## config.mk

```make
export PLATFORM = sky130hd
export DESIGN_NAME = parallel_adder
export DESIGN_NICKNAME = d
export VERILOG_FILES = /design/src/rtl/parallel_adder_pkg.sv /design/src/rtl/parallel_adder_full_adder.sv /design/src/rtl/parallel_adder.sv
export SDC_FILE = /design/constraint.sdc
export NUM_CORES = 1
export LEC_CHECK = 0
export BUFFER_PORTS_ARGS = -buffer_cell sky130_fd_sc_hd__buf_2
export CAP_MARGIN = 20
export CORE_AREA = 10 10 47 49
export CTS_CLUSTER_DIAMETER = 80
export DETAILED_ROUTE_END_ITERATION = 7
export DIE_AREA = 0 0 57 59
export SLEW_MARGIN = 25
export SYNTH_ARGS = -nofsm -noshare
export SYNTH_HDL_FRONTEND = slang
export SYNTH_SLANG_ARGS = --single-unit
export TNS_END_PERCENT = 10
```

## constraint.sdc

```tcl
create_clock -name clk -period 2.17 [get_ports clk]
set_clock_uncertainty 0.15 [all_clocks]
set_input_delay 0.434 -clock clk [delete_from_list [all_inputs] [get_ports clk]]
set_output_delay 0.434 -clock clk [all_outputs]
set_load 0.01 [all_outputs]
```

## src/rtl/parallel_adder_pkg.sv

```systemverilog
// Shared constants and helpers for the registered ripple-carry adder tile.
// Imported by the full-adder cell and the top-level adder.
package parallel_adder_pkg;

    localparam int DEFAULT_WIDTH = 3;
    localparam int MIN_WIDTH     = 1;
    localparam int MAX_WIDTH     = 16;

    // Width of the internal {carry, sum} result vector.
    function automatic int sum_w(input int width);
        return width + 1;
    endfunction

endpackage

```

## src/rtl/parallel_adder_full_adder.sv

```systemverilog
// One-bit combinational full-adder cell.
// Forms one link of the ripple chain.
module full_adder (
    input  logic a,
    input  logic b,
    input  logic ci,
    output logic s,
    output logic co
);

    logic p;

    assign p  = a ^ b;
    assign s  = p ^ ci;
    assign co = (a & b) | (ci & p);

endmodule

```

## src/rtl/parallel_adder.sv

```systemverilog
// Registered ripple-carry adder: {Cout, Sum} <= A + B + Cin.
// Sync active-high reset clears both output registers.
module parallel_adder
    import parallel_adder_pkg::*;
#(
    parameter int WIDTH = DEFAULT_WIDTH
) (
    input  logic             clk,
    input  logic             rst,
    input  logic [WIDTH-1:0] A,
    input  logic [WIDTH-1:0] B,
    input  logic             Cin,
    output logic [WIDTH-1:0] Sum,
    output logic             Cout
);

    localparam int SUM_W = sum_w(WIDTH);

    // carry[i] enters bit i; carry[WIDTH] leaves the top bit.
    logic [WIDTH:0]   carry;
    logic [WIDTH-1:0] s_comb;
    logic [SUM_W-1:0] result;

    assign carry[0] = Cin;

    for (genvar i = 0; i < WIDTH; i++) begin : g_fa
        full_adder u_fa (
            .a  (A[i]),
            .b  (B[i]),
            .ci (carry[i]),
            .s  (s_comb[i]),
            .co (carry[i+1])
        );
    end

    assign result = {carry[WIDTH], s_comb};

    always_ff @(posedge clk) begin
        if (rst) begin
            Sum  <= '0;
            Cout <= 1'b0;
        end else begin
            Sum  <= result[WIDTH-1:0];
            Cout <= result[SUM_W-1];
        end
    end

endmodule

```

# Word-level counts from Yosys, hierarchy flattened

Cells that the tools add are included.

Bits in registers: 4
Bits of input ports: 9

Bitwise operators: 15

Operators with widths:

| operator    | count |
|---|---|
| $and 1x1->1 | 6 |
| $xor 1x1->1 | 6 |
| $or 1x1->1  | 3 |

# Logic depth before layout (Yosys ltp)

Gate-level depths: netlist of run 1.

Word-level depth: 7
Depth in mapped cells: 7

# Modules after synthesis

A second synthesis of run 1 with hierarchy kept.

Cell total of the unflattened synthesis: 11
Area, all modules: 165.2 um^2

By module, submodules not included:

| module         | area an instance (um^2) | sequential area each (um^2) | times used | cells an instance |
|---|---|---|---|---|
| parallel_adder | 105.1                   | 80.1                        | 1          | 8 |
| full_adder     | 20.0                    | 0.0                         | 3          | 1 |

# Least setup slack after synthesis of run 1

No wires, ideal clock.

Path kind: input -> register
Start point: in A[0]
End point: reg Sum[2]
Setup slack: 283 ps
Data required time: 1909 ps
Stages: 7
Arrival: 1626 ps
Cell sequence: inv_1 fa_1 inv_1 fa_1 inv_1 fa_1 nor2_1

Longest elaborated chain between the ends: 6
Elaborated cells between the ends (all ways): 7
Classes of those cells: bitwise (7)

Ends and longest elaborated chain:

| item                   | RTL line                        | RTL |
|---|---|---|
| start: declaration     | parallel_adder.sv:10            | `input logic [WIDTH-1:0] A,` |
| $xor 1x1->1            | parallel_adder_full_adder.sv:13 | `assign p = a ^ b;` |
| $and 1x1->1            | parallel_adder_full_adder.sv:15 | `assign co = (a & b) \| (ci & p);` |
| $or 1x1->1 (*)         | parallel_adder_full_adder.sv:15 |  |
| $and 1x1->1 (*)        | parallel_adder_full_adder.sv:15 |  |
| $or 1x1->1 (*)         | parallel_adder_full_adder.sv:15 |  |
| $xor 1x1->1 (*)        | parallel_adder_full_adder.sv:14 | `assign s = p ^ ci;` |
| end signal: assignment | parallel_adder.sv:43            | `Sum <= result[WIDTH-1:0];` |
| end: declaration       | parallel_adder.sv:13            | `output logic [WIDTH-1:0] Sum,` |

Every way passes the cells marked *; elsewhere a longest branch is shown, timed or not.
A chain may end at the register's enable or synchronous reset.

# Worst setup path in the final report of run 1

Same ends and word-level chain as after synthesis.

==> results of run 1 <==
critical path, stage by stage:
cell and delay (ns):
buf_2 0.07, inv_1 0.04, fa_1 0.40, inv_1 0.07
fa_1 0.15, inv_1 0.05, fa_1 0.47, nor2_1 0.04
layout by cell type, fill, tap and decap left out:
cell | Yosys | final
buf_2 | 0 | 12
inv_1 | 7 | 7
dfxtp_1 | 4 | 4
nor2_1 | 3 | 3
fa_1 | 3 | 3
clkbuf_4 | 0 | 3
nor2b_2 | 1 | 1
stage by stage:
stage                     cells  utilization (%)  hold WS, ns  worst slack [ns]
after floorplan              18                -        0.350             0.283
after global placement       46             19.0        0.495             0.142
after detailed placement     46             19.0        0.500             0.152
after CTS                    49             20.6        0.252             0.398
after global routing         49             20.6        0.260             0.321
final                        49             20.6        0.257             0.405
flip-flops by register name (all words and copies together) (netlist names):
register  count
Sum           3
Cout          1
worst min path at each step:
stage | endpoint | depth (start not counted) | slack (ns) | start
final | Sum[2] | 2 | 0.26 | rst
after global routing | Sum[1] | 2 | 0.26 | rst
after CTS | Sum[2] | 2 | 0.25 | rst
after detailed placement | Sum[2] | 2 | 0.50 | rst
after global placement | Sum[1] | 2 | 0.49 | rst
after floorplan | Sum[1] | 1 | 0.35 | rst
report_power, final:
| group | leakage [nW] | internal (mW) | switching (mW) | total, mW |
|---|---|---|---|---|
| registers | 0.0333 | 0.0819 | 0.00127 | 0.0832 |
| clock network | 0.0138 | 0.0616 | 0.0265 | 0.0880 |
| logic | 0.119 | 0.0191 | 0.0191 | 0.0382 |
| total | 0.166 | 0.163 | 0.0468 | 0.209 |
area by class of cell:
cell class                 instances  area share [%]
tap                               16            6.93
inverter                           7            9.09
multi-input combinational          7            27.7
clock buffer                       3            7.79
sequential                         4            27.7
timing repair buffer              12            20.8
routing by layer:
metal / part of all wire, % / routed length [um]
met1: 36 / 143
met2: 36 / 144
met3: 28 / 111
met4: 0 / 0
met5: 0 / 0
cells by family after synthesis:
kind of cell | after synthesis | synth area share [%]
buffers and inverters | 7 | 14.1
flip-flops | 4 | 43.0
AND/OR/NAND/NOR | 4 | 10.7
adder cells (fa/ha/maj) | 3 | 32.2
==> flow_metrics.py, run 1 <==
metrics = {
    "outcome": {
        "outcome": "finished clean",
    },
    "logic_synthesis": {
        "yosys.area.top_type_share_pct": 43.0,
        "synth.avg_cell_area_um2": 10.4,
        "yosys_warnings": 0,
        "yosysMostFrequentCell": "inv_1",
        "async_flop_share_pct": 0,
        "yosysUniqueCellTypes": 5,
        "yosys.area.top_type": "dfxtp_1",
        "synthTopCellsByArea": "dfxtp_1 (43%), fa_1 (32%), inv_1 (14%), nor2_1 (6.0%), nor2b_2 (4.7%)",
        "ys_ff_latch": 4,
        "yosysSeqAreaShare_pct": 43.0,
        "synth_edf_count": 0,
        "syn_inst": 18,
        "synth_common_cells": "inv_1 (7), dfxtp_1 (4), fa_1 (3), nor2_1 (3), nor2b_2 (1)",
        "synth_area_um2": 186,
        "ys.flop_type": "dfxtp_1",
        "synth_nets": 30,
    },
    "placed_design": {
        "gp_congestion": 0.587,
        "portBuffers": 12,
        "dpl_cell_area_um2": 267,
        "dpl.hpwl_um": 365,
    },
    "grt": {
        "antenna_found_initial": 0,
        "grt_pass1_wl_um": 738,
        "grt_max_degree": 5,
        "grt_overflow": 0,
        "met2_usage_pct": 3.10,
        "grt_use_met3_pct": 3.86,
        "grt_pass1_vias": 192,
        "track_usage_pct": 3.08,
        "use_met1_pct": 2.52,
        "top_usage_layer": "met4",
    },
    "power_and_ir_drop": {
        "p_per_area_nw_per_um2": 724,
        "ir_worst_vdd_mv": 0.111,
        "p_total_uw": 209,
        "leakagePower_nw": 0.166,
    },
    "layout": {
        "final_cell_area_um2": 289,
        "nets": 47,
        "regArea_um2": 80.1,
        "n_fill_cell": 169,
        "drive_gt1_share_pct": 48.5,
        "diodes": 0,
        "areaGrowthSynthToFinish_pct": 55.0,
        "multi_input_area_um2": 80.1,
    },
    "floorplanning": {
        "dieArea_um2": 3360,
        "die_h_um": 59,
        "io_pins": 13,
        "core_area_um2": 1400,
        "die_w_um": 57,
        "start_util_pct": 13.3,
        "num_rows": 14,
    },
    "route": {
        "dr.pass1.iters": 2,
        "routedWlPerCell_um": 8.14,
        "vias_per_cell": 2.90,
        "final_antenna_net_count": 0,
        "drt_iter0_markers": 1,
        "dr_total_vias": 142,
        "drc": 0,
        "wl_um": 399,
    },
    "clocking": {
        "cts_resized": 0,
        "cts_hold_buf": 0,
        "cts_max_level": 1,
        "cts.clk_slew.worst_paths_ns": 0.03,
        "cts_made_buffers": 3,
        "cts_tree": "built",
        "clock-sinks": 4,
        "postCtsSetupRepairBufs": 0,
        "clk_path_buf_depth": 2,
        "cts_root_buffer": "clkbuf_4",
    },
    "job": {
        "drv_cap": 0,
    },
    "setup_path": {
        "crit_type": "input port to flop",
        "crit_path_max_fanout": 1,
        "crit_required_ns": 2.14,
        "worstSetupEndpoint": "Sum[2]",
        "critPathLaunch": "A[0]",
        "crit_arrival_ns": 1.74,
        "start_kind": "input port",
        "endpoint_kind": "flop",
    },
    "min_path": {
        "worstHoldPathType": "input port to flop",
    },
    "sta": {
        "setup_viol": 0,
        "fmax_mhz": 567,
        "finalCritPeriodShare_pct": 81.3,
        "tightestPinTransition_ns": 0.0776,
        "rsz0062_at_grt": "no",
        "fin_tns_setup_ns": 0,
        "hold_viol": 0,
        "max_slew_margin_pct": 94.8,
        "fin_crit_ns": 1.76,
        "finalMaxSlewViolations": 0,
    },
}
No activity file was read; power rests on OpenSTA's default activity.
==> run 2: changes to the inputs <==
==> constraint.sdc (replaced) <==
create_clock -name clk -period 1.4 [get_ports clk]
set_clock_uncertainty 0.15 [all_clocks]
set_input_delay 0.28 -clock clk [delete_from_list [all_inputs] [get_ports clk]]
set_output_delay 0.28 -clock clk [all_outputs]
set_load 0.01 [all_outputs]
==> run 2 against run 1 <==
  * The flow now finishes with violations (negative setup slack)
  * Non-clock buffer count stayed put
  * Clock power rose by 58%
  * Combinational power is 84% higher
  * Final area grew 8.7%
  * Count of clock-buffer cells in the layout did not move
  * Sequential power up 55%
  * Sequential cell count unchanged
  * Die area unchanged
  * Sequential share of layout area down 2.2 points
  * Cell count did not move
  * Critical path type unchanged
  * Largest power group unchanged
  * Highest routed layer unchanged
==> flow_metrics.py, run 2 (same netlist as run 1, synthesis figures left out) <==
metrics = {
    "clocking": {
        "cts.clk_slew.worst_paths_ns": 0.04,
        "clk_path_buf_depth": 2,
        "postCtsSetupRepairBufs": 0,
        "cts_tree": "built",
        "cts_max_level": 1,
        "cts_root_buffer": "clkbuf_4",
        "cts_made_buffers": 3,
        "clock-sinks": 4,
    },
    "route": {
        "drc": 0,
        "wl_met3_um": 107,
        "dr_total_vias": 156,
        "wl_um": 486,
        "routedWlPerCell_um": 9.92,
        "dr.pass1.iters": 2,
        "dr_wl_met2_um": 262,
        "final_antenna_net_count": 0,
        "wl_met1_um": 116,
        "vias_per_cell": 3.18,
        "drt_iter0_markers": 1,
        "highest_layer": "met3",
    },
    "floorplanning": {
        "die_w_um": 57,
        "dieArea_um2": 3360,
        "die_h_um": 59,
        "core_area_um2": 1400,
        "start_util_pct": 13.3,
        "io_pins": 13,
        "num_rows": 14,
    },
    "layout": {
        "top_register": "Sum",
        "layout_common_cells": "buf_2 (10), dfxtp_1 (4)",
        "finalNonFillerCells": 49,
        "n_fill_cell": 172,
        "final_cell_area_um2": 314,
        "diodes": 0,
        "final_common_cell": "buf_2",
        "utilization_pct": 22.4,
        "largest_reg_flops": 3,
        "reg.largest.list": "Sum: 3 flops, Cout: 1 flops",
        "areaGrowthSynthToFinish_pct": 68.5,
        "nets": 47,
        "drive_gt1_share_pct": 66.7,
    },
    "sta": {
        "rsz0062_at_grt": "yes",
        "max_slew_margin_pct": 95.0,
        "fmax_mhz": 641,
        "setup_viol": 3,
        "fin_tns_setup_ns": -0.232,
        "tightestPinTransition_ns": 0.0748,
        "hold_viol": 0,
        "finalHoldWorstSlack_ns": 0.102,
        "finalMaxSlewViolations": 0,
        "finalCritPeriodShare_pct": 111,
        "fin_crit_ns": 1.56,
        "setup_ws_ns": -0.161,
    },
    "grt": {
        "grt_max_degree": 5,
        "grt_pass1_wl_um": 848,
        "track_usage_pct": 3.69,
        "grt_pass1_vias": 212,
        "grt_overflow": 0,
        "antenna_found_initial": 0,
    },
    "outcome": {
        "violations": "negative setup slack",
        "outcome": "finished, violations left",
    },
    "setup_path": {
        "crit_path_max_fanout": 1,
        "crit_arrival_ns": 1.54,
        "crit_type": "input port to flop",
        "endpoint_kind": "flop",
        "start_kind": "input port",
        "crit_required_ns": 1.37,
    },
    "power_and_ir_drop": {
        "p_per_area_nw_per_um2": 1080,
        "leakagePower_nw": 0.166,
        "ir_worst_vdd_mv": 0.149,
    },
    "min_path": {
        "worstHoldPathType": "input port to flop",
        "hold_depth": 2,
    },
    "job": {
        "drv_cap": 0,
    },
    "placed_design": {
        "dpl.hpwl_um": 444,
        "dp.cells": 46,
        "dpl_cell_area_um2": 279,
        "gp_congestion": 0.612,
        "portBuffers": 12,
    },
}
-- run 2: cell types whose count changed in the layout (fill, tap and decap cells not counted) --
cell	previous run	this run
inv_1	7	3
inv_2	0	3
buf_2	12	10
buf_6	0	2
fa_1	3	1
fa_2	0	2
inv_8	0	1
-- run 2: routing by layer --
layer	GRT usage, %	vias to the layer above
met1	2.04	71
met2	5.58	8
li1	-	77
met3	4.29	0
met4	4.03	0
met5	0	-
-- run 2: stage by stage --
step                      worst slack, ns  power (mW)
after floorplan                    -0.319       0.166
after global placement             -0.497       0.197
after detailed placement           -0.517       0.201
after CTS                          -0.162       0.351
after global routing               -0.195       0.369
final                              -0.161       0.338
-- run 2: path summary, 6_finish.rpt --
path                  from  endpoint  slack, ns
worst max-delay path  B[0]    Sum[2]      -0.16
worst min-delay path   rst    Sum[1]       0.10
-- run 2: layout make-up --
type | instances | area, um2 | area share, %
multi-input combinational | 7 | 85.1 | 27.1
sequential | 4 | 80.1 | 25.5
timing repair buffer | 12 | 72.6 | 23.1
inverter | 7 | 33.8 | 10.8
clock buffer | 3 | 22.5 | 7.17
tap | 16 | 20.0 | 6.37
-- run 2: power by group --
group          internal [mW]  switching (mW)  total [mW]
clock                 0.0956          0.0431       0.139
combinational         0.0362          0.0339      0.0701
sequential             0.127         0.00207       0.129
-- run 2: what timing repair did --
action	CTS	global route
setup endpoints to repair	3	3
gates resized for setup	3	0
pin swaps	4	0
hold buffers	0	0
-- run 2: critical path, cell delays in order --
cell and delay [ns]:
buf_6 0.07, inv_2 0.03, fa_2 0.37, inv_2 0.06, fa_2 0.18, inv_2 0.04
fa_1 0.47, nor2_1 0.04
==> run 3: changes to the inputs <==
--- a/config.mk
+++ b/config.mk
@@ -14,5 +14,6 @@
 export SLEW_MARGIN = 25
 export SYNTH_ARGS = -nofsm -noshare
 export SYNTH_HDL_FRONTEND = slang
+export SYNTH_HIERARCHICAL = 1
 export SYNTH_SLANG_ARGS = --single-unit
 export TNS_END_PERCENT = 10
==> run 3 against run 2 <==
  * The flow still finishes with violations (negative setup slack)
  * Sequential cell count is the same
  * Sequential share of layout area up 3.2 points
  * Maximum frequency shrank 7.1%
  * First-iteration DRC count unchanged
  * Hold slack worse by 0.0022 ns
  * Sequential power hardly changed
  * Utilization shrank 2.5 points
  * Global-route usage down 0.44 points
  * Critical path depth is 3 lower
  * Non-clock buffer count unchanged
  * Worst setup slack lost 0.12 ns
  * Cell count down 14%
==> flow_metrics.py, run 3 <==
metrics = {
    "placed_design": {
        "dpl_cell_area_um2": 250,
        "place_ws_ns": -0.593,
        "portBuffers": 12,
        "gp_congestion": 0.662,
    },
    "sta": {
        "setup_viol": 2,
        "max_slew_margin_pct": 94.1,
        "fin_tns_setup_ns": -0.485,
        "fin_crit_ns": 1.68,
        "fmax_mhz": 595,
        "rsz0062_at_grt": "yes",
        "setup_ws_ns": -0.280,
        "finalMaxSlewViolations": 0,
        "tightestPinTransition_ns": 0.0885,
        "finalCritPeriodShare_pct": 120,
        "hold_viol": 0,
    },
    "floorplanning": {
        "core_area_um2": 1400,
        "num_rows": 14,
        "die_h_um": 59,
        "die_w_um": 57,
        "start_util_pct": 11.8,
        "io_pins": 13,
        "dieArea_um2": 3360,
    },
    "logic_synthesis": {
        "synthTopCellsByArea": "dfxtp_1 (48%), fa_1 (36%), nor2b_1 (15%)",
        "synth_edf_count": 0,
        "synth.avg_cell_area_um2": 15.0,
        "ys_ff_latch": 4,
        "yosysUniqueCellTypes": 3,
        "yosys.area.top_type_share_pct": 48.5,
        "async_flop_share_pct": 0,
        "yosys_warnings": 6,
        "yosysSeqAreaShare_pct": 48.5,
        "syn_inst": 11,
        "yosys.area.top_type": "dfxtp_1",
        "ys.flop_type": "dfxtp_1",
        "synth_nets": 23,
        "synth_area_um2": 165,
        "synth_common_cells": "dfxtp_1 (4), nor2b_1 (4), fa_1 (3)",
    },
    "setup_path": {
        "slowest_stage": "fa_1",
        "start_kind": "input port",
        "crit_required_ns": 1.38,
        "cp_cell_sequence": "buf_6 > fa_2 > fa_2 > fa_1 > nor2b_1",
        "endpoint_kind": "flop",
        "crit_top_cell": "fa_2",
        "crit_arrival_ns": 1.66,
        "critPathMaxStageDelay_ns": 0.43,
        "crit_type": "input port to flop",
        "crit_path_max_fanout": 1,
    },
    "grt": {
        "grt_max_degree": 5,
        "grt_pass1_wl_um": 759,
        "grt_overflow": 0,
        "grt_pass1_vias": 165,
        "antenna_found_initial": 0,
        "track_usage_pct": 3.25,
    },
    "power_and_ir_drop": {
        "p_total_uw": 333,
        "leakagePower_nw": 0.129,
        "p_per_area_nw_per_um2": 1190,
        "ir_worst_vdd_mv": 0.434,
    },
    "layout": {
        "largest_reg_flops": 3,
        "final_common_cell": "buf_2",
        "top_register": "Sum",
        "nets": 40,
        "final_cell_area_um2": 279,
        "reg.largest.list": "Sum: 3 flops, Cout: 1 flops",
        "diodes": 0,
        "areaGrowthSynthToFinish_pct": 68.9,
        "drive_gt1_share_pct": 65.4,
        "layout_common_cells": "buf_2 (11), dfxtp_1 (4), nor2b_1 (4), clkbuf_4 (3), fa_2 (2)",
    },
    "clocking": {
        "cts_made_buffers": 3,
        "cts.clk_slew.worst_paths_ns": 0.04,
        "cts_root_buffer": "clkbuf_4",
        "cts_max_level": 1,
        "cts_tree": "built",
        "clock-sinks": 4,
        "clk_path_buf_depth": 2,
    },
    "route": {
        "drt_iter0_markers": 1,
        "dr_total_vias": 133,
        "routedWlPerCell_um": 10.5,
        "dr.pass1.iters": 2,
        "wl_um": 443,
        "final_antenna_net_count": 0,
        "vias_per_cell": 3.17,
        "drc": 0,
    },
    "min_path": {
        "worstHoldPathType": "input port to flop",
    },
    "job": {
        "drv_cap": 0,
    },
    "outcome": {
        "outcome": "finished, violations left",
        "violations": "negative setup slack",
    },
}
[run 3: changes by cell type in the layout (fill, tap and decap cells not counted)]
cell,change
buf_2,+1
buf_6,-1
inv_1,-3
inv_2,-3
inv_8,-1
nor2_1,-3
nor2b_1,+4
nor2b_2,-1
[run 3: critical path: cells and delay by family]
kind | cells | cell delay (ns)
adders and majority gates | 3 | 1.15
and+or+nand+nor | 1 | 0.14
buffers and inverters | 1 | 0.09
[run 3: final timing paths]
check | start | slack [ns] | cells after the start | end
worst max-delay path | Cin | -0.28 | 5 | Sum[2]
worst min-delay path | rst | 0.10 | 2 | Sum[0]
[run 3: repair_timing]
action	4_1_cts	5_1_grt
buffers inserted	0	0
pin swaps	2	0
hold endpoints to repair	0	0
hold buffers	0	0
setup endpoints to repair	3	3
gates resized for setup	1	0
cloned	0	0
[run 3: metrics by stage]
step	hold slack, ns	util [%]	instances
after floorplan	0.202	-	11
after global placement	0.334	17.9	39
after detailed placement	0.345	17.9	39
after CTS	0.0911	19.9	42
after global routing	0.0921	19.9	42
final	0.100	19.9	42
[run 3: logic make-up (layout without fill, tap and decap cells)]
family	after synthesis	after routing	share of synthesized area, %
DFF	4	4	48.5
adders and majority gates	3	3	36.4
and+or+nand+nor	4	4	15.1
buffers and inverters	0	15	0
[run 3: power breakdown]
group / total [mW] / switching, mW / internal (mW)
combinational: 0.0591 / 0.0271 / 0.0320
clock: 0.145 / 0.0486 / 0.0960
sequential: 0.129 / 0.00254 / 0.127
[run 3: cell type report]
cell class              instances  area [um2]
fillers                       163        1120
clock buffers                   3        22.5
multi-input cells               7        90.1
flip-flops and latches          4        80.1
well taps                      16        20.0
repair buffers                 12        66.3
[run 3: routing by layer]
metal	GRT usage (%)	share of wire, %	up-vias
li1	-	-	63
met3	4.94	25	0
met4	2.01	0	0
met5	0	0	-
met1	3.58	47	53
met2	2.48	28	17
